File: src/rtl/riscv_pkg.sv
// Shared loader types and sizing helpers for the instruction-memory loader.
package riscv_pkg;

  typedef enum logic [2:0] {
    IDLE = 3'd0,
    HDR  = 3'd1,
    DATA = 3'd2,
    DONE = 3'd3,
    ERR  = 3'd4
  } loader_state_t;

  // Default cache capacity and the word-count sizing derived from it.
  localparam int unsigned SIZE_DEFAULT = 8192;
  localparam int unsigned WORDS        = SIZE_DEFAULT / 4;
  localparam int unsigned CNT_W        = $clog2(WORDS) + 1;

  // Counter width for a given capacity, able to hold the value SIZE/4 itself.
  function automatic int unsigned cnt_width(input int unsigned size);
    return $clog2(size / 4) + 1;
  endfunction

endpackage

File: src/rtl/imem_loader_if.sv
// Byte-stream link in, cache write port out. Master is the loader.
interface imem_loader_if;
  logic [7:0]  rx_data;
  logic        rx_valid;
  logic        rx_ready;
  logic        we;
  logic [31:0] waddr;
  logic [31:0] wdata;

  modport master (
    input  rx_data, rx_valid,
    output rx_ready, we, waddr, wdata
  );

  modport slave (
    output rx_data, rx_valid,
    input  rx_ready, we, waddr, wdata
  );
endinterface

File: src/rtl/imem_loader_byte_packer.sv
// Packs accepted bytes into little-endian 32-bit words; used for header and data.
module byte_packer (
  input  logic        clk,
  input  logic        rst,
  input  logic        clr,
  input  logic        byte_en,
  input  logic [7:0]  byte_in,
  output logic        word_valid,
  output logic [31:0] word
);

  logic [1:0]  cnt_q, cnt_d;
  logic [31:0] sh_q, sh_d;

  // The word completes on the edge accepting its 4th byte, so present it
  // combinationally with the incoming byte merged into the top lane.
  assign word       = {byte_in, sh_q[31:8]};
  assign word_valid = byte_en && (cnt_q == 2'd3);

  // Next byte position and shift contents; first byte drifts down to [7:0].
  always_comb begin
    cnt_d = cnt_q;
    sh_d  = sh_q;
    if (clr) begin
      cnt_d = 2'd0;
      sh_d  = 32'd0;
    end else if (byte_en) begin
      cnt_d = cnt_q + 2'd1;
      sh_d  = {byte_in, sh_q[31:8]};
    end
  end

  // Byte counter and assembly register.
  always_ff @(posedge clk or posedge rst) begin
    if (rst) begin
      cnt_q <= 2'd0;
      sh_q  <= 32'd0;
    end else begin
      cnt_q <= cnt_d;
      sh_q  <= sh_d;
    end
  end

endmodule

File: src/rtl/imem_loader.sv
// Boot-time L1 I-cache writer: header word N, then N data words, holding the core until done.
module imem_loader
  import riscv_pkg::*;
#(
  parameter int unsigned SIZE = 8192,
  parameter logic [31:0] BASE = 32'h0000_0000
) (
  input  logic           clk,
  input  logic           rst,
  input  logic           start,
  imem_loader_if.master  bus,
  output logic           core_hold,
  output logic           done,
  output logic           err
);

  localparam int unsigned WORDS_P = SIZE / 4;
  localparam int unsigned CW      = cnt_width(SIZE);

  loader_state_t state_q, state_d;
  logic [CW-1:0] n_q, n_d;
  logic [CW-1:0] wcnt_q, wcnt_d;
  logic          we_q, we_d;
  logic [31:0]   waddr_q, waddr_d;
  logic [31:0]   wdata_q, wdata_d;

  logic          rx_ready;
  logic          accept;
  logic          pk_clr;
  logic          word_valid;
  logic [31:0]   word;

  // Ready depends only on registered state so the accept path has no loop.
  always_comb begin
    rx_ready = 1'b0;
    case (state_q)
      HDR:     rx_ready = 1'b1;
      DATA:    rx_ready = (wcnt_q != n_q);
      default: rx_ready = 1'b0;
    endcase
  end

  assign accept       = bus.rx_valid && rx_ready;
  assign bus.rx_ready = rx_ready;
  assign bus.we       = we_q;
  assign bus.waddr    = waddr_q;
  assign bus.wdata    = wdata_q;

  assign core_hold = (state_q != DONE);
  assign done      = (state_q == DONE);
  assign err       = (state_q == ERR);

  byte_packer u_packer (
    .clk        (clk),
    .rst        (rst),
    .clr        (pk_clr),
    .byte_en    (accept),
    .byte_in    (bus.rx_data),
    .word_valid (word_valid),
    .word       (word)
  );

  // Next state, word bookkeeping and the registered cache write.
  always_comb begin
    state_d = state_q;
    n_d     = n_q;
    wcnt_d  = wcnt_q;
    pk_clr  = 1'b0;
    we_d    = 1'b0;
    waddr_d = waddr_q;
    wdata_d = wdata_q;
    case (state_q)
      IDLE, DONE: begin
        if (start) begin
          state_d = HDR;
          pk_clr  = 1'b1;
          wcnt_d  = '0;
        end
      end
      HDR: begin
        if (word_valid) begin
          if (word == 32'd0) begin
            state_d = DONE;
          end else if (word > 32'(WORDS_P)) begin
            state_d = ERR;
          end else begin
            n_d     = word[CW-1:0];
            state_d = DATA;
          end
        end
      end
      DATA: begin
        // Last write is already out; leave one cycle after it.
        if (wcnt_q == n_q) begin
          state_d = DONE;
        end else if (word_valid) begin
          we_d    = 1'b1;
          waddr_d = BASE + (32'(wcnt_q) << 2);
          wdata_d = word;
          wcnt_d  = wcnt_q + 1'b1;
        end
      end
      ERR:     state_d = ERR;
      default: state_d = IDLE;
    endcase
  end

  // State and output registers.
  always_ff @(posedge clk or posedge rst) begin
    if (rst) begin
      state_q <= IDLE;
      n_q     <= '0;
      wcnt_q  <= '0;
      we_q    <= 1'b0;
      waddr_q <= 32'd0;
      wdata_q <= 32'd0;
    end else begin
      state_q <= state_d;
      n_q     <= n_d;
      wcnt_q  <= wcnt_d;
      we_q    <= we_d;
      waddr_q <= waddr_d;
      wdata_q <= wdata_d;
    end
  end

endmodule

File: src/flat_wrapper.sv
// flat-port wrapper written by rule: the top's interface ports become plain ports
module imem_loader_flat import riscv_pkg::*;
#(
  parameter int unsigned SIZE = 8192,
  parameter logic [31:0] BASE = 32'h0000_0000
)
  (clk, rst, start, core_hold, done, err, bus_rx_data, bus_rx_valid, bus_rx_ready, bus_we, bus_waddr, bus_wdata);
  imem_loader_if bus_i ();
  input  logic clk;
  input  logic rst;
  input  logic start;
  output logic core_hold;
  output logic done;
  output logic err;
  input wire logic [$bits(bus_i.rx_data)-1:0] bus_rx_data;
  input wire logic [$bits(bus_i.rx_valid)-1:0] bus_rx_valid;
  output wire logic [$bits(bus_i.rx_ready)-1:0] bus_rx_ready;
  output wire logic [$bits(bus_i.we)-1:0] bus_we;
  output wire logic [$bits(bus_i.waddr)-1:0] bus_waddr;
  output wire logic [$bits(bus_i.wdata)-1:0] bus_wdata;
  assign bus_i.rx_data = bus_rx_data;
  assign bus_i.rx_valid = bus_rx_valid;
  assign bus_rx_ready = bus_i.rx_ready;
  assign bus_we = bus_i.we;
  assign bus_waddr = bus_i.waddr;
  assign bus_wdata = bus_i.wdata;
  imem_loader #(.SIZE(SIZE), .BASE(BASE)) u_core (.clk(clk), .rst(rst), .start(start), .bus(bus_i), .core_hold(core_hold), .done(done), .err(err));
endmodule
File: config.mk
export PLATFORM = sky130hd
export DESIGN_NAME = imem_loader_flat
export DESIGN_NICKNAME = d
export VERILOG_FILES = /design/src/rtl/riscv_pkg.sv /design/src/rtl/imem_loader_if.sv /design/src/rtl/imem_loader_byte_packer.sv /design/src/rtl/imem_loader.sv /design/src/flat_wrapper.sv
export SDC_FILE = /design/constraint.sdc
export NUM_CORES = 1
export LEC_CHECK = 0
export ABC_AREA = 0
export BUFFER_PORTS_ARGS = -buffer_cell sky130_fd_sc_hd__buf_2
export CORE_AREA = 5 5 107 109
export CTS_CLUSTER_DIAMETER = 100
export DETAILED_ROUTE_END_ITERATION = 12
export DIE_AREA = 0 0 112 114
export HOLD_SLACK_MARGIN = 0.15
export PLACE_DENSITY_LB_ADDON = 0.2
export SLEW_MARGIN = 40
export SYNTH_ARGS = -nofsm -noshare
export SYNTH_HDL_FRONTEND = slang
export SYNTH_HIERARCHICAL = 1
export SYNTH_SLANG_ARGS = --single-unit
File: constraint.sdc
create_clock -name clk -period 3.2 [get_ports clk]
set_input_delay 0.64 -clock clk [delete_from_list [all_inputs] [get_ports clk]]
set_output_delay 0.64 -clock clk [all_outputs]
set_load 0.05 [all_outputs]
==> metrics.md <==
| Metric | Value |
|---|---|
| Status | `finished clean` |
| WL/cell | `approximately 16 um` |
| Mapped cell area | `0.00460 mm^2` |
| F_max | `0.343 GHz` |
| Vias in the first global route | `approximately 3,100` |
| CTS tree | `yes` |
| Worst hold-check path type | `in2async` |
| Setup TNS | `0 ps` |
| Yosys top cell by area | `dfrtp_1` |
| Crit path largest cell delay | `670 ps` |
| Critical path class | `reg2reg` |
| Worst hold margin | `333 ps` |
| Total GRT Usage | `15.2%` |
| Number of synthesized flops with an enable pin | `0` |
| Synth Area per Inst | `12.2 um^2` |
| Clock tree sinks | `slightly below 100` |
| # hold bufs at CTS | `0` |
| IO Pins | `just over 80` |
| Clock Path Buffers | `2` |
| Row Count | `38` |
| Port Buf Inserts | `60` |
| First-pass GRT wire length | `15,700 um` |
| Cells after DPL | `554` |
| Maximum vdd drop | `0.000219 V` |
| Via count | `2,898` |
| Core area | `between 0.01 and 0.015 mm^2` |
| Synth unique cells | `43` |
| Die H | `around 110 um` |
| Yosys top cell area share | `53.3%` |
| Synth Warn # | `6` |
| Largest net degree at the start of global routing | `between 70 and 80` |
| PD cells | `582 mW/mm^2` |
| Post-synth top flop | `dfrtp_1` |
| Final-report max-slew violation count | `0` |
| Initial antenna violation count | `0` |
| Placed Area | `0.00488 mm^2` |
| Starting DRC count in detailed routing | `103` |
| Skew final | `10.8 ps` |
| Starting Density | `43.8%` |
| Clock-pin slew on the worst setup and hold paths | `~100 ps` |
| Nets | `439` |
| Via-per-instance ratio | `5.08` |
| # setup viols final | `0` |
| CP startpoint | `u_core/state_q[0]$_DFFE_PP0P_` |
| Relative slew slack | `a little under three fifths` |
| Num CTS Buffers | `9` |
| Skew-Pair Late Insertion Delay | `around 360 ps` |
| Reg2reg path depth | `8` |
| Worst reg2reg endpoint | `u_core/n_q[7]$_DFFE_PP0P_` |
| Max Cap Viol | `0` |
| Pleak | `2.63 nW` |
| Worst R2R Start | `u_core/state_q[0]$_DFFE_PP0P_` |
| Die outline area | `0.0128 mm^2` |
| Synth async-reset ratio | `100%` |
| Share of cells above drive strength 1 | `35.1%` |
| Layout Cells excl Fill | `570` |
| Grt ovf | `0` |
| Antenna cell count | `0` |
| Synthesized flop and latch total | `98` |
| Syn Inst Count | `~380` |
| Detailed-route DRC error count | `0` |
| CP endpoint kind | `flop` |
| Period utilization | `between 90% and 100%` |
| Final min period | `2920 ps` |
| Final hold viol count | `0` |
| Crit path cell chain | `nor2b_1, nand2b_1, a211oi_4, and2_1, nand2_1, or2_0, or4_4, mux2_4` |
| Sequential-to-total area share from yosys stat | `between 50% and 60%` |
| Worst EP arrival | `3170 ps` |
| # H-tree levels | `3` |
| Worst Tran Pin Value | `671 ps` |
| Design area | `slightly above 0.005 mm^2` |
| Clock root buffer master | `clkbuf_8` |
| 1st-pass router iterations | `4` |
| Buffer count from post-CTS setup fixing | `0` |
| HPWL after DPL | `6420 um` |
| Area growth, synth to finish | `10.1%` |
| Startpoint types | `flop` |
| Die Wd | `112 um` |
| Overall Power | `roughly 3 mW` |
| Slowest cell on the critical path | `or4_4` |
| Area contributors post-synth | `dfrtp_1 53%, mux2_2 11%, mux2i_1 5.9%, buf_4 4.9%, mux2_4 3.3%` |
| Final wirelength | `about 9300 um` |
| Resize count post-CTS | `0` |
| CP required | `3450 ps` |
| Routability cong. | `0.776` |
| RSZ-0062 raised after global routing | `false` |
| Antenna Nets Post-Route | `0` |
| R2r setup slk | `280 ps` |
| Fillers | `994` |
| Crit Path Max Fanout | `12` |
## per-stage QoR
stage / utilization (%) / setup slack [ps]
5_1_grt: 48.2 / 120
2_1_floorplan: - / 11.4
6_report: 48.2 / 281
3_3_place_gp: 46.4 / 357
3_5_place_dp: 46.5 / 320
4_1_cts: 48.2 / 286
## registers in the layout, summed over array words and instances, names as in the netlist
| register | count |
|---|---|
| u_core/bus.we | 1 |
| u_core/u_packer/cnt_q | 2 |
| u_core/n_q | 12 |
| u_core/u_packer/sh_q | 24 |
| u_core/state_q | 3 |
| u_core/wcnt_q | 12 |
| u_core/bus.wdata | 32 |
| u_core/bus.waddr | 12 |
## worst max-delay path: cells and delay by family (launching register included)
family          cells  cell delay (ps)
compound gates      1              240
flops               1              440
simple gates        6             1790
mux                 1              340
## synth_stat cells, drive strengths merged, types with 7 or more instances
cell type and n:
inv 10, nor4 7, buf 48, a21oi 9, or4 7, mux2 54
nor2 31, dfrtp 98, nand2 8, xnor2 13, mux2i 27, nand3 13
## cells by family (layout without fill, tap and decap cells)
group,Yosys count,count (layout),synth area share (%)
AO/OA/AOI/OAI,31,31,4.57
multiplexers,81,81,19.9
adder cells (fa/ha/maj),2,2,0.543
buffers and inverters,59,94,8.67
other,1,20,0.0814
AND/OR/NAND/NOR,91,91,10.5
XOR/XNOR,13,13,2.47
flip-flops,98,98,53.3
## final cells by class
class                   instances  area, um^2  share of cell area, %
inverters                      10        37.5                  0.740
well taps                     140         175                   3.46
clock buffers                  10         138                   2.71
repair buffers                 68         377                   7.43
clock inverters                 6        48.8                  0.962
flip-flops and latches         98        2450                   48.4
multi-input cells             238        1840                   36.3
## how the worst max path moves through the flow
stage,end,slack (ps),depth (start not counted)
floorplan,u_core/n_q[0]$_DFFE_PP0P_,10,15
global placement,u_core/n_q[11]$_DFFE_PP0P_,360,8
detailed placement,u_core/n_q[9]$_DFFE_PP0P_,320,8
CTS,u_core/n_q[7]$_DFFE_PP0P_,290,8
global route,u_core/n_q[6]$_DFFE_PP0P_,120,8
finish,u_core/n_q[7]$_DFFE_PP0P_,280,8
## layout by cell type (no fill, tap or decap), types with 3 or more instances in the layout
cell / n
dfrtp_1: 98
buf_2: 60
mux2_2: 44
nor2_1: 30
mux2i_1: 27
conb_1: 20
xnor2_1: 13
nand3_1: 13
clkbuf_8: 10
mux2_4: 10
a21oi_1: 9
inv_1: 8
nand2_1: 8
nor4_1: 7
or4_1: 6
buf_4: 6
o31ai_1: 5
o21ai_0: 5
nand4_1: 4
nor2b_1: 3
o41ai_1: 3
## power breakdown
part | total, mW | switching [mW] | leakage, nW | internal, mW
clock network | 0.760 | 0.446 | 0.0912 | 0.314
registers | 1.61 | 0.217 | 1.33 | 1.40
logic | 0.579 | 0.352 | 1.21 | 0.227
## per-layer routing
| layer | GRT usage (%) | wire [um] | vias to the layer above |
|---|---|---|---|
| met5 | 0 | 0 | - |
| met3 | 3.34 | 412 | 10 |
| met1 | 20.4 | 4190 | 1461 |
| met4 | 4.97 | 121 | 0 |
| li1 | - | - | 1365 |
| met2 | 24.6 | 4560 | 62 |
No activity file was read; power rests on OpenSTA's default activity.
